`src/rtl/ttt_pkg.sv`:
```
// Shared constants and types for the tic-tac-toe bot player.
// Cells are numbered a..i = 0..8, row-major.
package ttt_pkg;

    localparam logic [3:0] A = 4'd0;
    localparam logic [3:0] B = 4'd1;
    localparam logic [3:0] C = 4'd2;
    localparam logic [3:0] D = 4'd3;
    localparam logic [3:0] E = 4'd4;
    localparam logic [3:0] F = 4'd5;
    localparam logic [3:0] G = 4'd6;
    localparam logic [3:0] H = 4'd7;
    localparam logic [3:0] I = 4'd8;

    localparam logic [3:0] NO_MOVE = 4'hF;

    // Scan order: rows, columns, then the two diagonals.
    localparam logic [3:0] LINES [8][3] = '{
        '{A, B, C}, '{D, E, F}, '{G, H, I},
        '{A, D, G}, '{B, E, H}, '{C, F, I},
        '{A, E, I}, '{C, E, G}
    };

    localparam logic [3:0] CORNERS [4] = '{A, C, G, I};
    localparam logic [3:0] EDGES   [4] = '{B, D, F, H};

    typedef enum logic [2:0] {
        IDLE,
        SCAN,
        DECIDE,
        PRESS,
        WAIT_ACK
    } state_t;

    // Indices above 8 (NO_MOVE) shift out and yield an all-zero vector.
    function automatic logic [8:0] onehot9(input logic [3:0] idx);
        return 9'b1 << idx;
    endfunction

endpackage

```
`src/rtl/ttt_line_eval.sv`:
```
// Evaluates one three-cell line: can player 2 win on it, must player 1 be
// blocked on it, and where in the line is the (first) empty cell.
module ttt_line_eval (
    input  logic [2:0] p1_i,
    input  logic [2:0] p2_i,
    output logic       win_valid_o,
    output logic       block_valid_o,
    output logic [1:0] empty_pos_o
);

    logic [2:0] empty;
    logic [1:0] n_p1;
    logic [1:0] n_p2;
    logic [1:0] n_empty;

    assign empty   = ~(p1_i | p2_i);
    assign n_p1    = {1'b0, p1_i[0]} + {1'b0, p1_i[1]} + {1'b0, p1_i[2]};
    assign n_p2    = {1'b0, p2_i[0]} + {1'b0, p2_i[1]} + {1'b0, p2_i[2]};
    assign n_empty = {1'b0, empty[0]} + {1'b0, empty[1]} + {1'b0, empty[2]};

    assign win_valid_o   = (n_p2 == 2'd2) && (n_empty == 2'd1);
    assign block_valid_o = (n_p1 == 2'd2) && (n_empty == 2'd1);

    always_comb begin
        if (empty[0]) begin
            empty_pos_o = 2'd0;
        end else if (empty[1]) begin
            empty_pos_o = 2'd1;
        end else begin
            empty_pos_o = 2'd2;
        end
    end

endmodule

```
`src/rtl/ttt_bot_player.sv`:
```
// Player-2 bot: snapshots the board, scans the eight lines one per cycle,
// picks a move by fixed priority and presses the matching cell button.
module ttt_bot_player
    import ttt_pkg::*;
#(
    parameter int PRESS_CYCLES = 4,
    parameter int ACK_TIMEOUT  = 255
) (
    input  logic       clk,
    input  logic       reset,
    input  logic       enable,
    input  logic [8:0] p1_cells,
    input  logic [8:0] p2_cells,
    input  logic       p2_turn,
    input  logic       game_over,
    output logic [8:0] press,
    output logic [3:0] move_idx,
    output logic       busy,
    output logic       move_done,
    output logic       timeout
);

    localparam logic [9:0] PRESS_LAST = 10'(PRESS_CYCLES - 1);
    localparam logic [9:0] ACK_LAST   = 10'(ACK_TIMEOUT - 1);

    state_t     state_q, state_d;
    logic [2:0] line_q, line_d;
    logic [9:0] cnt_q, cnt_d;
    logic [8:0] p1_snap_q, p1_snap_d;
    logic [8:0] p2_snap_q, p2_snap_d;
    logic       win_vld_q, win_vld_d;
    logic       blk_vld_q, blk_vld_d;
    logic [3:0] win_idx_q, win_idx_d;
    logic [3:0] blk_idx_q, blk_idx_d;
    logic [8:0] press_q, press_d;
    logic [3:0] move_idx_q, move_idx_d;
    logic       busy_q, busy_d;
    logic       done_q, done_d;
    logic       tmo_q, tmo_d;

    logic       start;
    logic       abort;
    logic       ack;
    logic [2:0] lp1, lp2;
    logic       lwin, lblk;
    logic [1:0] lpos;
    logic [3:0] lcell;
    logic [8:0] empty_cells;
    logic [3:0] pick;

    assign start = enable && p2_turn && !game_over;
    assign abort = (state_q != IDLE) && (game_over || !enable);
    assign ack   = !p2_turn && |(p2_cells & onehot9(move_idx_q));

    // The single line evaluator sees the snapshot line selected by line_q.
    always_comb begin
        lp1 = '0;
        lp2 = '0;
        for (int k = 0; k < 3; k++) begin
            lp1[k] = p1_snap_q[LINES[line_q][k]];
            lp2[k] = p2_snap_q[LINES[line_q][k]];
        end
    end

    ttt_line_eval u_line_eval (
        .p1_i          (lp1),
        .p2_i          (lp2),
        .win_valid_o   (lwin),
        .block_valid_o (lblk),
        .empty_pos_o   (lpos)
    );

    assign lcell = LINES[line_q][lpos];

    // Move priority: win, block, centre, first corner, first edge.
    always_comb begin
        empty_cells = ~(p1_snap_q | p2_snap_q);
        pick        = NO_MOVE;
        if (win_vld_q) begin
            pick = win_idx_q;
        end else if (blk_vld_q) begin
            pick = blk_idx_q;
        end else if (empty_cells[E]) begin
            pick = E;
        end else begin
            for (int k = 3; k >= 0; k--) begin
                if (empty_cells[CORNERS[k]]) pick = CORNERS[k];
            end
            if (pick == NO_MOVE) begin
                for (int k = 3; k >= 0; k--) begin
                    if (empty_cells[EDGES[k]]) pick = EDGES[k];
                end
            end
        end
    end

    always_ff @(posedge clk or negedge reset) begin
        if (!reset) begin
            state_q <= IDLE;
        end else begin
            state_q <= state_d;
        end
    end

    always_comb begin
        state_d = state_q;
        case (state_q)
            IDLE:     if (start) state_d = SCAN;
            SCAN:     if (line_q == 3'd7) state_d = DECIDE;
            DECIDE:   state_d = (pick == NO_MOVE) ? IDLE : PRESS;
            PRESS:    if (cnt_q == PRESS_LAST) state_d = WAIT_ACK;
            WAIT_ACK: if (ack || (cnt_q == ACK_LAST)) state_d = IDLE;
            default:  state_d = IDLE;
        endcase
        if (abort) state_d = IDLE;
    end

    always_comb begin
        line_d     = line_q;
        cnt_d      = cnt_q;
        p1_snap_d  = p1_snap_q;
        p2_snap_d  = p2_snap_q;
        win_vld_d  = win_vld_q;
        win_idx_d  = win_idx_q;
        blk_vld_d  = blk_vld_q;
        blk_idx_d  = blk_idx_q;
        press_d    = press_q;
        move_idx_d = move_idx_q;
        busy_d     = (state_d != IDLE);
        done_d     = 1'b0;
        tmo_d      = 1'b0;
        case (state_q)
            IDLE: begin
                if (start) begin
                    p1_snap_d = p1_cells;
                    p2_snap_d = p2_cells;
                    line_d    = '0;
                    win_vld_d = 1'b0;
                    blk_vld_d = 1'b0;
                end
            end
            SCAN: begin
                line_d = line_q + 3'd1;
                if (lwin && !win_vld_q) begin
                    win_vld_d = 1'b1;
                    win_idx_d = lcell;
                end
                if (lblk && !blk_vld_q) begin
                    blk_vld_d = 1'b1;
                    blk_idx_d = lcell;
                end
            end
            DECIDE: begin
                move_idx_d = pick;
                press_d    = onehot9(pick);
                cnt_d      = '0;
            end
            PRESS: begin
                if (cnt_q == PRESS_LAST) begin
                    press_d = '0;
                    cnt_d   = '0;
                end else begin
                    cnt_d = cnt_q + 10'd1;
                end
            end
            WAIT_ACK: begin
                if (ack) begin
                    done_d = 1'b1;
                end else if (cnt_q == ACK_LAST) begin
                    tmo_d = 1'b1;
                end else begin
                    cnt_d = cnt_q + 10'd1;
                end
            end
            default: ;
        endcase
        // An abort leaves move_idx untouched and suppresses both pulses.
        if (abort) begin
            press_d    = '0;
            move_idx_d = move_idx_q;
            done_d     = 1'b0;
            tmo_d      = 1'b0;
        end
    end

    always_ff @(posedge clk or negedge reset) begin
        if (!reset) begin
            line_q     <= '0;
            cnt_q      <= '0;
            p1_snap_q  <= '0;
            p2_snap_q  <= '0;
            win_vld_q  <= 1'b0;
            win_idx_q  <= '0;
            blk_vld_q  <= 1'b0;
            blk_idx_q  <= '0;
            press_q    <= '0;
            move_idx_q <= NO_MOVE;
            busy_q     <= 1'b0;
            done_q     <= 1'b0;
            tmo_q      <= 1'b0;
        end else begin
            line_q     <= line_d;
            cnt_q      <= cnt_d;
            p1_snap_q  <= p1_snap_d;
            p2_snap_q  <= p2_snap_d;
            win_vld_q  <= win_vld_d;
            win_idx_q  <= win_idx_d;
            blk_vld_q  <= blk_vld_d;
            blk_idx_q  <= blk_idx_d;
            press_q    <= press_d;
            move_idx_q <= move_idx_d;
            busy_q     <= busy_d;
            done_q     <= done_d;
            tmo_q      <= tmo_d;
        end
    end

    assign press     = press_q;
    assign move_idx  = move_idx_q;
    assign busy      = busy_q;
    assign move_done = done_q;
    assign timeout   = tmo_q;

endmodule
```
`config.mk`:
```
export PLATFORM = sky130hd
export DESIGN_NAME = ttt_bot_player
export DESIGN_NICKNAME = d
export VERILOG_FILES = /design/src/rtl/ttt_pkg.sv /design/src/rtl/ttt_line_eval.sv /design/src/rtl/ttt_bot_player.sv
export SDC_FILE = /design/constraint.sdc
export NUM_CORES = 1
export LEC_CHECK = 0
export ABC_CLOCK_PERIOD_IN_PS = 3500
export CAP_MARGIN = 10
export CORE_MARGIN = 5
export CORE_UTILIZATION = 45
export CTS_BUF_LIST = sky130_fd_sc_hd__clkbuf_8 sky130_fd_sc_hd__clkbuf_16
export CTS_CLUSTER_DIAMETER = 150
export DETAILED_ROUTE_END_ITERATION = 6
export PLACE_DENSITY = 0.76
export SLEW_MARGIN = 0
export SYNTH_ARGS = -nofsm -noshare
export SYNTH_HDL_FRONTEND = slang
export SYNTH_SLANG_ARGS = --single-unit
```
`constraint.sdc`:
```
create_clock -name clk -period 3.5 [get_ports clk]
set_input_delay 0.35 -clock clk [delete_from_list [all_inputs] [get_ports clk]]
set_output_delay 0.35 -clock clk [all_outputs]
set_load 0.03 [all_outputs]
```
==> run_results.csv, run 1 <==
group,metric,value,unit
yosys,ys_top_cells_by_area,"dfrtp_1 (38%), mux2_2 (7.7%), mux2i_1 (6.5%)",
critical_path,path_class,"reg -> reg",
sta,slew_violations,0,
critical_path,slowest_delay,0.45,ns
critical_path,endpoint_kind,"register",
critical_path,critPathRequiredTime,3.72,ns
yosys,ys_seq_area_frac,0.410,
critical_path,cp_cell_sequence,"inv_1 > ha_1 > mux2i_4 > buf_12 > mux2i_1 > o21ai_0 > a21oi_1 > o22ai_1 > or2_2 > fa_1 > nor3b_2 > nand3_2 > mux2_1",
floorplan,ioPinCount,39,
yosys,syn_nets,408,
clock_tree,cts_tree,"done",
clock_tree,numCtsBuffers,9,
yosys,synth_top_area_share,0.381,
drt,drt_iter0_drc,194,
clock_tree,clkTransAtPathRegs,0.07,ns
drt,dr.pass1.iters,5,
sta,setup_slack,0.116,ns
floorplan,num_rows,33,
drt,viasPerCell,6.05,
run,maxCapViolCount,0,
yosys,synth_cell_types,58,
sta,timing.fmax,295,MHz
placed_design,post-dp-hpwl,7260,um
floorplan,die_h,100,um
sta,setup_violations,0,
clock_tree,cts-htree-levels,3,
finish,antennaDiodeCount,0,
outcome,run_status,"complete, no violations",
global_routing,gr-total-overflow,0,
clock_tree,cts_buffer_depth,2,
yosys,synth.avg_cell_area,9.83,sq um
clock_tree,post_cts_buffers,0,
drt,drcViolationCount,0,
clock_tree,clkSinkCount,60,
finish,drive_above_1_share,0.188,
clock_tree,ctsHoldBuffers,0,
critical_path,r2r_end,"win_idx_q[1]",
finish,final_util,0.553,
finish,nNetsFinal,460,
hold_path,hold_path_class,"in -> async",
placed_design,dpl_worst_slack,0.0238,ns
critical_path,regToRegStartpoint,"line_q[1]",
pwr,power_density,973,nW/um^2
clock_tree,clock_latency,0.34,ns
yosys,netlist_area,3680,sq um
global_routing,grt_first_pass_wirelength,16100,um
critical_path,cp_max_fo,10,
sta,max_slew_margin,0.466,
drt,drt-total-wl,9730,um
sta,finalCritPeriodShare,0.967,
sta,hold_violations,0,
drt,vias,3241,
global_routing,grt_antenna_before_repair,0,
yosys,yosys.area.top_type,"dfrtp_1",
sta,finalSetupTns,0,ns
global_routing,first_global_vias,3352,
floorplan,core,8090,sq um
critical_path,reg2reg_slack,0.12,ns
sta,clock_skew,0.00628,ns
floorplan,initial_utilization,0.454,
yosys,synth-edff-count,0,
drt,antenna_left,0,
yosys,yosysWarnings,0,
finish,final_common_cell,"dfrtp_1",
critical_path,slowest_stage,"fa_1",
global_routing,grt.total_usage,0.203,
global_routing,grt_max_degree,38,
sta,worst_slew_pin_slew,0.802,ns
floorplan,die_w,100,um
drt,wl_per_cell,18.1,um
yosys,synthFlopType,"dfrtp_1",
critical_path,crit_arrival,3.61,ns
floorplan,die_area,10100,sq um
placed_design,gp_congestion,0.973,
critical_path,ff2ff_path_depth,13,
clock_tree,cts_root_buffer,"clkbuf_8",
yosys,synth-seq-cells,60,
finish,final_cell_mix,"dfrtp_1 (56), clkdlybuf4s50_1 (37), nor2_1 (29)",
finish,syn2layout_area_growth,21.6,%
pwr,max-vdd-ir-drop,0.000355,V
placed_design,place.port_buffers,38,
yosys,synthArstFlopShare,1.00,
critical_path,startpoint_type,"register",
yosys,synthCells,374,
pwr,p_leak,1.98,nW
sta,min_period,3.38,ns
-- synth_stat cells, types with 8 or more instances --
| cell type | n |
|---|---|
| dfrtp_1 | 56 |
| nor2_1 | 29 |
| nand2_1 | 28 |
| mux2_2 | 25 |
| mux2i_1 | 24 |
| a21oi_1 | 20 |
| o21ai_0 | 19 |
| inv_1 | 15 |
| nand3_1 | 14 |
| clkbuf_1 | 10 |
| nand2b_1 | 9 |
| ha_1 | 8 |
| o22ai_1 | 8 |
-- power breakdown --
part / switching (mW) / total (mW) / internal (mW)
combinational: 1.42 / 2.60 / 1.18
clock: 0.291 / 0.543 / 0.252
sequential: 0.296 / 1.21 / 0.913
total: 2.00 / 4.35 / 2.35
-- timing repair --
item                                    CTS  global route
gates resized for setup                   0             9
endpoints found under the setup margin    0            10
endpoints found under the hold margin     0             0
-- cells by family (layout without fill, tap and decap cells) --
family / Yosys count / in the layout / share of synthesized area
simple gates: 127 / 127 / 0.179
compound gates: 93 / 93 / 0.170
flops: 60 / 60 / 0.410
mux: 53 / 53 / 0.163
buf+inv: 30 / 87 / 0.0337
fa+ha+maj: 11 / 11 / 0.0436
-- layer usage --
layer  routed length, um  part of all wire  track usage  up-vias
li1                    -                 -            -     1481
met1                4120              0.42        0.255     1578
met2                4720              0.48        0.335      148
met3                 661             0.068       0.0479       34
met4                 226             0.023       0.0850        0
met5                   0                 0            0        -
-- how the worst max path moves through the flow --
| stage | from | endpoint | slack, ns | cells after the start |
|---|---|---|---|---|
| finish | line_q[1] | win_idx_q[1] | 0.12 | 13 |
| global route | line_q[1] | win_idx_q[1] | -0.03 | 13 |
| floorplan | line_q[0] | win_idx_q[1] | 0.008 | 12 |
| CTS | line_q[0] | win_idx_q[1] | 0.009 | 10 |
| global placement | line_q[0] | win_idx_q[1] | 0.11 | 10 |
| detailed placement | line_q[0] | win_idx_q[1] | 0.02 | 10 |
-- through the flow --
stage	cell area [sq um]	cells	total power [mW]	hold slack (ns)
after floorplan	3680	374	2.83	0.0544
after global placement	4260	520	3.53	0.478
after detailed placement	4260	520	3.63	0.486
after CTS	4430	536	4.20	0.118
after global routing	4470	536	4.69	0.162
final	4470	536	4.35	0.0881
-- critical path: cells and delay by family (launching register included) --
family / cells / cell delay, ns
multiplexers: 3 / 0.81
AND/OR/NAND/NOR: 3 / 0.75
adder cells (fa/ha/maj): 2 / 0.70
AO/OA/AOI/OAI: 3 / 0.40
flip-flops: 1 / 0.34
buffers and inverters: 2 / 0.27
-- state kept, by name (all words and copies together), names as in the netlist --
signal     count
cnt_q         10
line_q         3
busy           1
blk_idx_q      4
move_idx       4
win_vld_q      1
p1_snap_q      9
move_done      1
state_q        3
timeout        1
blk_vld_q      1
p2_snap_q      9
press          9
win_idx_q      4
-- area by class of cell --
cell class / count / area [sq um]
Clock buffer: 9 / 124
Sequential cell: 60 / 1510
Timing Repair Buffer: 55 / 515
Inverter: 16 / 60.1
Fill cell: 732 / 3620
Multi-Input combinational cell: 284 / 2090
Tap cell: 105 / 131
Clock inverter: 7 / 45.0
Power figures use the tool's default switching activity.
==> run 2, diff against run 1 <==
- SYNTH_HIERARCHICAL: unset -> 1
==> run_results.csv, run 2 <==
group,metric,value,unit
global_routing,grt_first_pass_wirelength,15400,um
sta,timing.fmax,294,MHz
pwr,p_leak,1.99,nW
finish,stdcell_area,4570,sq um
critical_path,reg2reg_slack,0.10,ns
yosys,synth-seq-cells,60,
placed_design,place.port_buffers,38,
global_routing,grt_antenna_before_repair,0,
floorplan,num_rows,33,
critical_path,r2r_end,"win_idx_q[2]",
yosys,synth_mux_area_frac,0.124,
sta,min_period,3.40,ns
clock_tree,clkTransAtPathRegs,0.07,ns
yosys,netlist_area,3690,sq um
clock_tree,cts_tree,"done",
global_routing,grt.total_usage,0.192,
yosys,synth_cell_types,71,
run,maxCapViolCount,0,
drt,antenna_left,0,
drt,wl_per_cell,16.6,um
critical_path,ff2ff_path_depth,10,
pwr,pwr-share-clk,0.142,
clock_tree,cts_root_buffer,"clkbuf_8",
sta,holdWs,0.157,ns
sta,worst_slew_pin_slew,0.927,ns
critical_path,endpoint_kind,"register",
sta,rsz0062_at_grt,"false",
sta,finalCritPeriodShare,0.970,
yosys,synthAdderAreaFrac,0.0464,
global_routing,gr-total-overflow,0,
critical_path,cp_max_fo,7,
global_routing,first_global_vias,3162,
yosys,yosysWarnings,6,
finish,drive_above_1_share,0.214,
critical_path,crit_arrival,3.62,ns
clock_tree,clkSinkCount,60,
pwr,p_seq_frac,0.269,
yosys,yosys.area.top_type,"dfrtp_1",
critical_path,regToRegStartpoint,"line_q[0]",
floorplan,ioPinCount,39,
finish,syn2layout_area_growth,23.6,%
yosys,ys_top_cells_by_area,"dfrtp_1 (38%), nand2_1 (8.2%), mux4_2 (5.5%)",
pwr,switching_power,2.09,mW
placed_design,post-dp-hpwl,6830,um
finish,largest_reg_flops,10,
placed_design,gp_congestion,0.905,
yosys,synthFlopType,"dfrtp_1",
yosys,synth-edff-count,0,
pwr,max-vdd-ir-drop,0.000480,V
pwr,combPwrFrac,0.589,
floorplan,initial_utilization,0.457,
drt,viasPerCell,5.67,
floorplan,core,8090,sq um
critical_path,critPathRequiredTime,3.73,ns
drt,dr.pass1.iters,4,
drt,drcViolationCount,0,
yosys,synth.avg_cell_area,9.55,sq um
placed_design,post_dp_cell_area,4310,sq um
sta,setup_violations,0,
floorplan,die_h,101,um
clock_tree,cts_buffer_depth,2,
yosys,syn_nets,421,
finish,multi_input_area,2120,sq um
floorplan,die_w,101,um
finish,nFillCells,733,
finish,antennaDiodeCount,0,
finish,final_common_cell,"nand2_1",
drt,drt-total-wl,9160,um
yosys,ys_seq_area_frac,0.408,
yosys,synth_compound_area_frac,0.154,
sta,slew_violations,0,
yosys,synthArstFlopShare,1.00,
finish,nNetsFinal,478,
clock_tree,cts-htree-levels,3,
sta,max_slew_margin,0.382,
yosys,synthCells,387,
pwr,swShare,0.429,
finish,regMostFlops,"cnt_q",
critical_path,startpoint_type,"register",
clock_tree,clock_latency,0.34,ns
clock_tree,numCtsBuffers,9,
yosys,synth_top_family_by_area,"simple AND/OR/NAND/NOR gates",
yosys,synthXorXnorAreaFrac,0.00711,
critical_path,path_class,"reg -> reg",
finish,seqCellArea,1510,sq um
sta,clock_skew,0.0127,ns
drt,vias,3134,
outcome,run_status,"complete, no violations",
yosys,yosysMostFrequentCell,"nand2_1",
global_routing,grt_max_degree,43,
sta,hold_violations,0,
floorplan,die_area,10100,sq um
yosys,yosys.area_share.simple,0.229,
drt,drt_iter0_drc,212,
yosys,synth_top_area_share,0.379,
pwr,power_density,1070,nW/um^2
finish,final_cell_mix,"nand2_1 (81), dfrtp_1 (55), clkdlybuf4s50_1 (37)",
pwr,intPower,2.78,mW
hold_path,hold_path_class,"in -> async",
yosys,yosys-top-cells-count,"nand2_1 (81), dfrtp_1 (56), nor2_1 (35)",
-- run 2: cell types whose count changed after synthesis, moves of 5 or more --
cell / previous run / this run
mux4_2: 2 / 9
a21oi_1: 20 / 14
nand2b_1: 9 / 4
nor2_1: 29 / 35
nand2_1: 28 / 81
a21o_1: 5 / 0
o31ai_1: 0 / 5
mux2_2: 25 / 11
mux2i_1: 24 / 4
-- run 2: cells by family (layout without fill, tap and decap cells) --
family / count (synthesis) / count (layout)
and+or+nand+nor: 177 / 177
AOI/OAI and AO/OA: 78 / 78
DFF: 60 / 60
buffers and inverters: 29 / 90
muxes: 28 / 28
adders and majority gates: 12 / 12
xor gates and xnor gates: 3 / 3
-- run 2: stage by stage --
step / instances / setup TNS [ns] / setup slack, ns / util / power, mW
2_1_floorplan: 387 / 0 / 0.0358 / - / 3.19
3_3_place_gp: 536 / 0 / 0.0139 / 0.532 / 3.98
3_5_place_dp: 536 / -0.270 / -0.0548 / 0.532 / 4.04
4_1_cts: 551 / 0 / 0.0498 / 0.559 / 4.76
5_1_grt: 553 / 0 / 0.00713 / 0.564 / 5.23
6_report: 553 / 0 / 0.104 / 0.564 / 4.87
-- run 2: per-layer routing --
metal / global-route usage / up-vias / part of all wire
met5: 0 / - / 0
met4: 0.0725 / 0 / 0.017
met3: 0.0346 / 12 / 0.046
met2: 0.317 / 87 / 0.50
met1: 0.251 / 1534 / 0.43
li1: - / 1501 / -
-- run 2: cell type report --
cell class | count | area share
Inverter | 17 | 0.0140
Multi-Input combinational cell | 298 | 0.465
Sequential cell | 60 | 0.330
Clock inverter | 5 | 0.0170
Tap cell | 105 | 0.0288
Clock buffer | 10 | 0.0301
Timing Repair Buffer | 58 | 0.115
-- run 2: critical path, stage by stage (launching register included) --
cell and delay, ns:
dfrtp_2 0.43, ha_2 0.19, mux2_4 0.32, mux4_2 0.44
a22o_1 0.24, a22o_1 0.19, or2_4 0.23, fa_1 0.54
and4bb_2 0.27, nand3_4 0.10, mux2_2 0.34
-- run 2: repair_timing --
| item | in CTS | in global routing |
|---|---|---|
| buffers inserted | 0 | 2 |
| hold buffers | 0 | 0 |
| endpoints found under the setup margin | 6 | 8 |
| pin swaps | 0 | 1 |
| endpoints found under the hold margin | 0 | 0 |
| gates resized for setup | 1 | 10 |
-- run 2: power by group through the flow --
stage / combinational, mW / clock, mW / sequential (mW)
after global routing: 3.16 / 0.736 / 1.34
after floorplan: 1.93 / 0 / 1.25
after global placement: 2.69 / 0 / 1.29
after CTS: 2.76 / 0.706 / 1.30
after detailed placement: 2.74 / 0 / 1.30
final: 2.87 / 0.690 / 1.31
-- run 2: worst max path at each step --
| stage | start | endpoint | slack [ns] | depth (start not counted) |
|---|---|---|---|---|
| 4_1_cts | line_q[0] | blk_idx_q[0] | 0.05 | 11 |
| 2_1_floorplan | line_q[0] | win_idx_q[0] | 0.04 | 12 |
| 5_1_grt | line_q[0] | win_idx_q[2] | 0.007 | 10 |
| 3_5_place_dp | line_q[0] | blk_idx_q[0] | -0.05 | 11 |
| 6_report | line_q[0] | win_idx_q[2] | 0.10 | 10 |
| 3_3_place_gp | line_q[0] | win_idx_q[3] | 0.01 | 10 |
==> run 3, diff against run 2 <==
- CELL_PAD_IN_SITES_DETAIL_PLACEMENT: unset -> 1
- CELL_PAD_IN_SITES_GLOBAL_PLACEMENT: unset -> 2
- CORE_UTILIZATION: 45 -> 33
- CTS_CLUSTER_SIZE: unset -> 14
- PLACE_DENSITY: 0.76 -> 0.85
==> run_results.csv, run 3 (synthesis results as in run 2) <==
group,metric,value,unit
critical_path,crit_arrival,3.68,ns
placed_design,post-dp-hpwl,8000,um
clock_tree,cts_root_buffer,"clkbuf_8",
sta,setup_slack,0.0653,ns
placed_design,place.port_buffers,38,
drt,viasPerCell,5.31,
clock_tree,numCtsBuffers,9,
critical_path,startpoint,"line_q[0]",
critical_path,ff2ff_path_depth,11,
drt,drt_iter0_drc,147,
sta,finalCritPeriodShare,0.981,
floorplan,die_area,13400,sq um
sta,max_slew_margin,0.312,
finish,drive_above_1_share,0.233,
floorplan,core,10900,sq um
finish,stdcell_area,4690,sq um
drt,drt-total-wl,10700,um
critical_path,worstSetupEndpoint,"win_idx_q[2]",
clock_tree,clkSinkCount,60,
critical_path,r2r_end,"win_idx_q[2]",
sta,worst_slew_pin_slew,1.03,ns
critical_path,path_buf_inv,1,
global_routing,gr-total-overflow,0,
clock_tree,clock_latency,0.36,ns
critical_path,critPathRequiredTime,3.75,ns
outcome,run_status,"complete, no violations",
critical_path,path_class,"reg -> reg",
floorplan,die_w,116,um
global_routing,grt_first_pass_wirelength,18000,um
sta,setup_violations,0,
sta,finalSetupTns,0,ns
global_routing,grt.total_usage,0.172,
finish,regMostFlops,"cnt_q",
sta,min_period,3.43,ns
sta,hold_violations,0,
critical_path,cp_top_family,"multiplexers",
clock_tree,clkTransAtPathRegs,0.07,ns
pwr,power_density,1080,nW/um^2
clock_tree,cts_tree,"done",
drt,drcViolationCount,0,
clock_tree,cts_buffer_depth,2,
critical_path,cp.depth,11,
finish,stdcell_count,595,
drt,antenna_left,0,
drt,dr.pass1.iters,4,
floorplan,ioPinCount,39,
finish,nNetsFinal,484,
finish,final_common_cell,"nand2_1",
critical_path,cp_max_fo,6,
placed_design,dp.cells,572,
finish,antennaDiodeCount,0,
placed_design,dpl_worst_slack,-0.0609,ns
clock_tree,ctsHoldBuffers,0,
finish,syn2layout_area_growth,27.0,%
pwr,max-vdd-ir-drop,0.000409,V
run,maxCapViolCount,0,
sta,slew_violations,0,
critical_path,endpoint_kind,"register",
hold_path,hold_path_class,"in -> async",
floorplan,die_h,116,um
critical_path,slowest_delay,0.45,ns
pwr,p_leak,2.03,nW
critical_path,reg2reg_slack,0.07,ns
finish,final_cell_mix,"nand2_1 (81), dfrtp_1 (55), clkdlybuf4s50_1 (37)",
floorplan,initial_utilization,0.339,
clock_tree,cts-htree-levels,3,
finish,final_util,0.431,
global_routing,grt_antenna_before_repair,0,
critical_path,cp_cell_sequence,"inv_4 > ha_1 > mux2_4 > mux4_2 > a22o_1 > a22o_1 > or2_4 > fa_1 > and4bb_2 > nand3_4 > mux2_4",
drt,wl_per_cell,18.0,um
sta,clock_skew,0.00873,ns
global_routing,first_global_vias,3481,
placed_design,post_dp_cell_area,4360,sq um
critical_path,regToRegStartpoint,"line_q[0]",
finish,largest_reg_flops,10,
floorplan,num_rows,38,
sta,timing.fmax,291,MHz
global_routing,grt_max_degree,46,
placed_design,gp_congestion,0.900,
drt,vias,3161,
critical_path,startpoint_type,"register",
critical_path,slowest_stage,"fa_1",
## run 3: final cells by class
| cell class | instances | area (sq um) |
|---|---|---|
| repair buffers | 64 | 586 |
| inverters | 17 | 66.3 |
| well taps | 140 | 175 |
| clock inverters | 4 | 23.8 |
| fillers | 1231 | 6200 |
| flip-flops and latches | 60 | 1510 |
| multi-input cells | 298 | 2170 |
| clock buffers | 12 | 165 |
## run 3: routing by layer
layer / track usage / wire length [um] / up-vias
li1: - / - / 1509
met2: 0.271 / 5140 / 60
met1: 0.230 / 4900 / 1578
met3: 0.0366 / 499 / 14
met4: 0.0758 / 184 / 0
met5: 0 / 0 / -
## run 3: worst min path at each step
stage          cells after the start      from  slack [ns]            to
4_1_cts                            1     reset        0.22     line_q[2]
6_report                           1     reset        0.18  p2_snap_q[1]
2_1_floorplan                      0     reset        0.05  blk_idx_q[0]
3_3_place_gp                       2  press[1]        0.47      press[1]
5_1_grt                            1     reset        0.28     line_q[2]
3_5_place_dp                       1  press[7]        0.49      press[7]
## run 3: timing repair
action                     4_1_cts  5_1_grt
pin swaps                        0        6
setup endpoints to repair        7       10
gates cloned                     0        0
setup buffers                    0        7
resized for setup                2       26
## run 3: through the flow
| stage | total power [mW] | hold WS, ns |
|---|---|---|
| global placement | 4.00 | 0.472 |
| finish | 5.06 | 0.180 |
| global route | 5.48 | 0.283 |
| floorplan | 3.19 | 0.0544 |
| CTS | 4.77 | 0.220 |
| detailed placement | 4.13 | 0.485 |
## run 3: power by group
group | leakage (nW) | switching, mW | total, mW | internal, mW
clock | 0.0958 | 0.287 | 0.597 | 0.311
sequential | 0.784 | 0.369 | 1.33 | 0.956
combinational | 1.15 | 1.60 | 3.14 | 1.53
total | 2.03 | 2.26 | 5.06 | 2.80
## run 3: worst reg2reg max path: cells and delay by family, from the launching register on
| kind | cells | cell delay (ns) |
|---|---|---|
| flops | 1 | 0.42 |
| mux | 3 | 1.07 |
| simple gates | 3 | 0.69 |
| fa+ha+maj | 2 | 0.65 |
| buf+inv | 1 | 0.05 |
| compound gates | 2 | 0.44 |
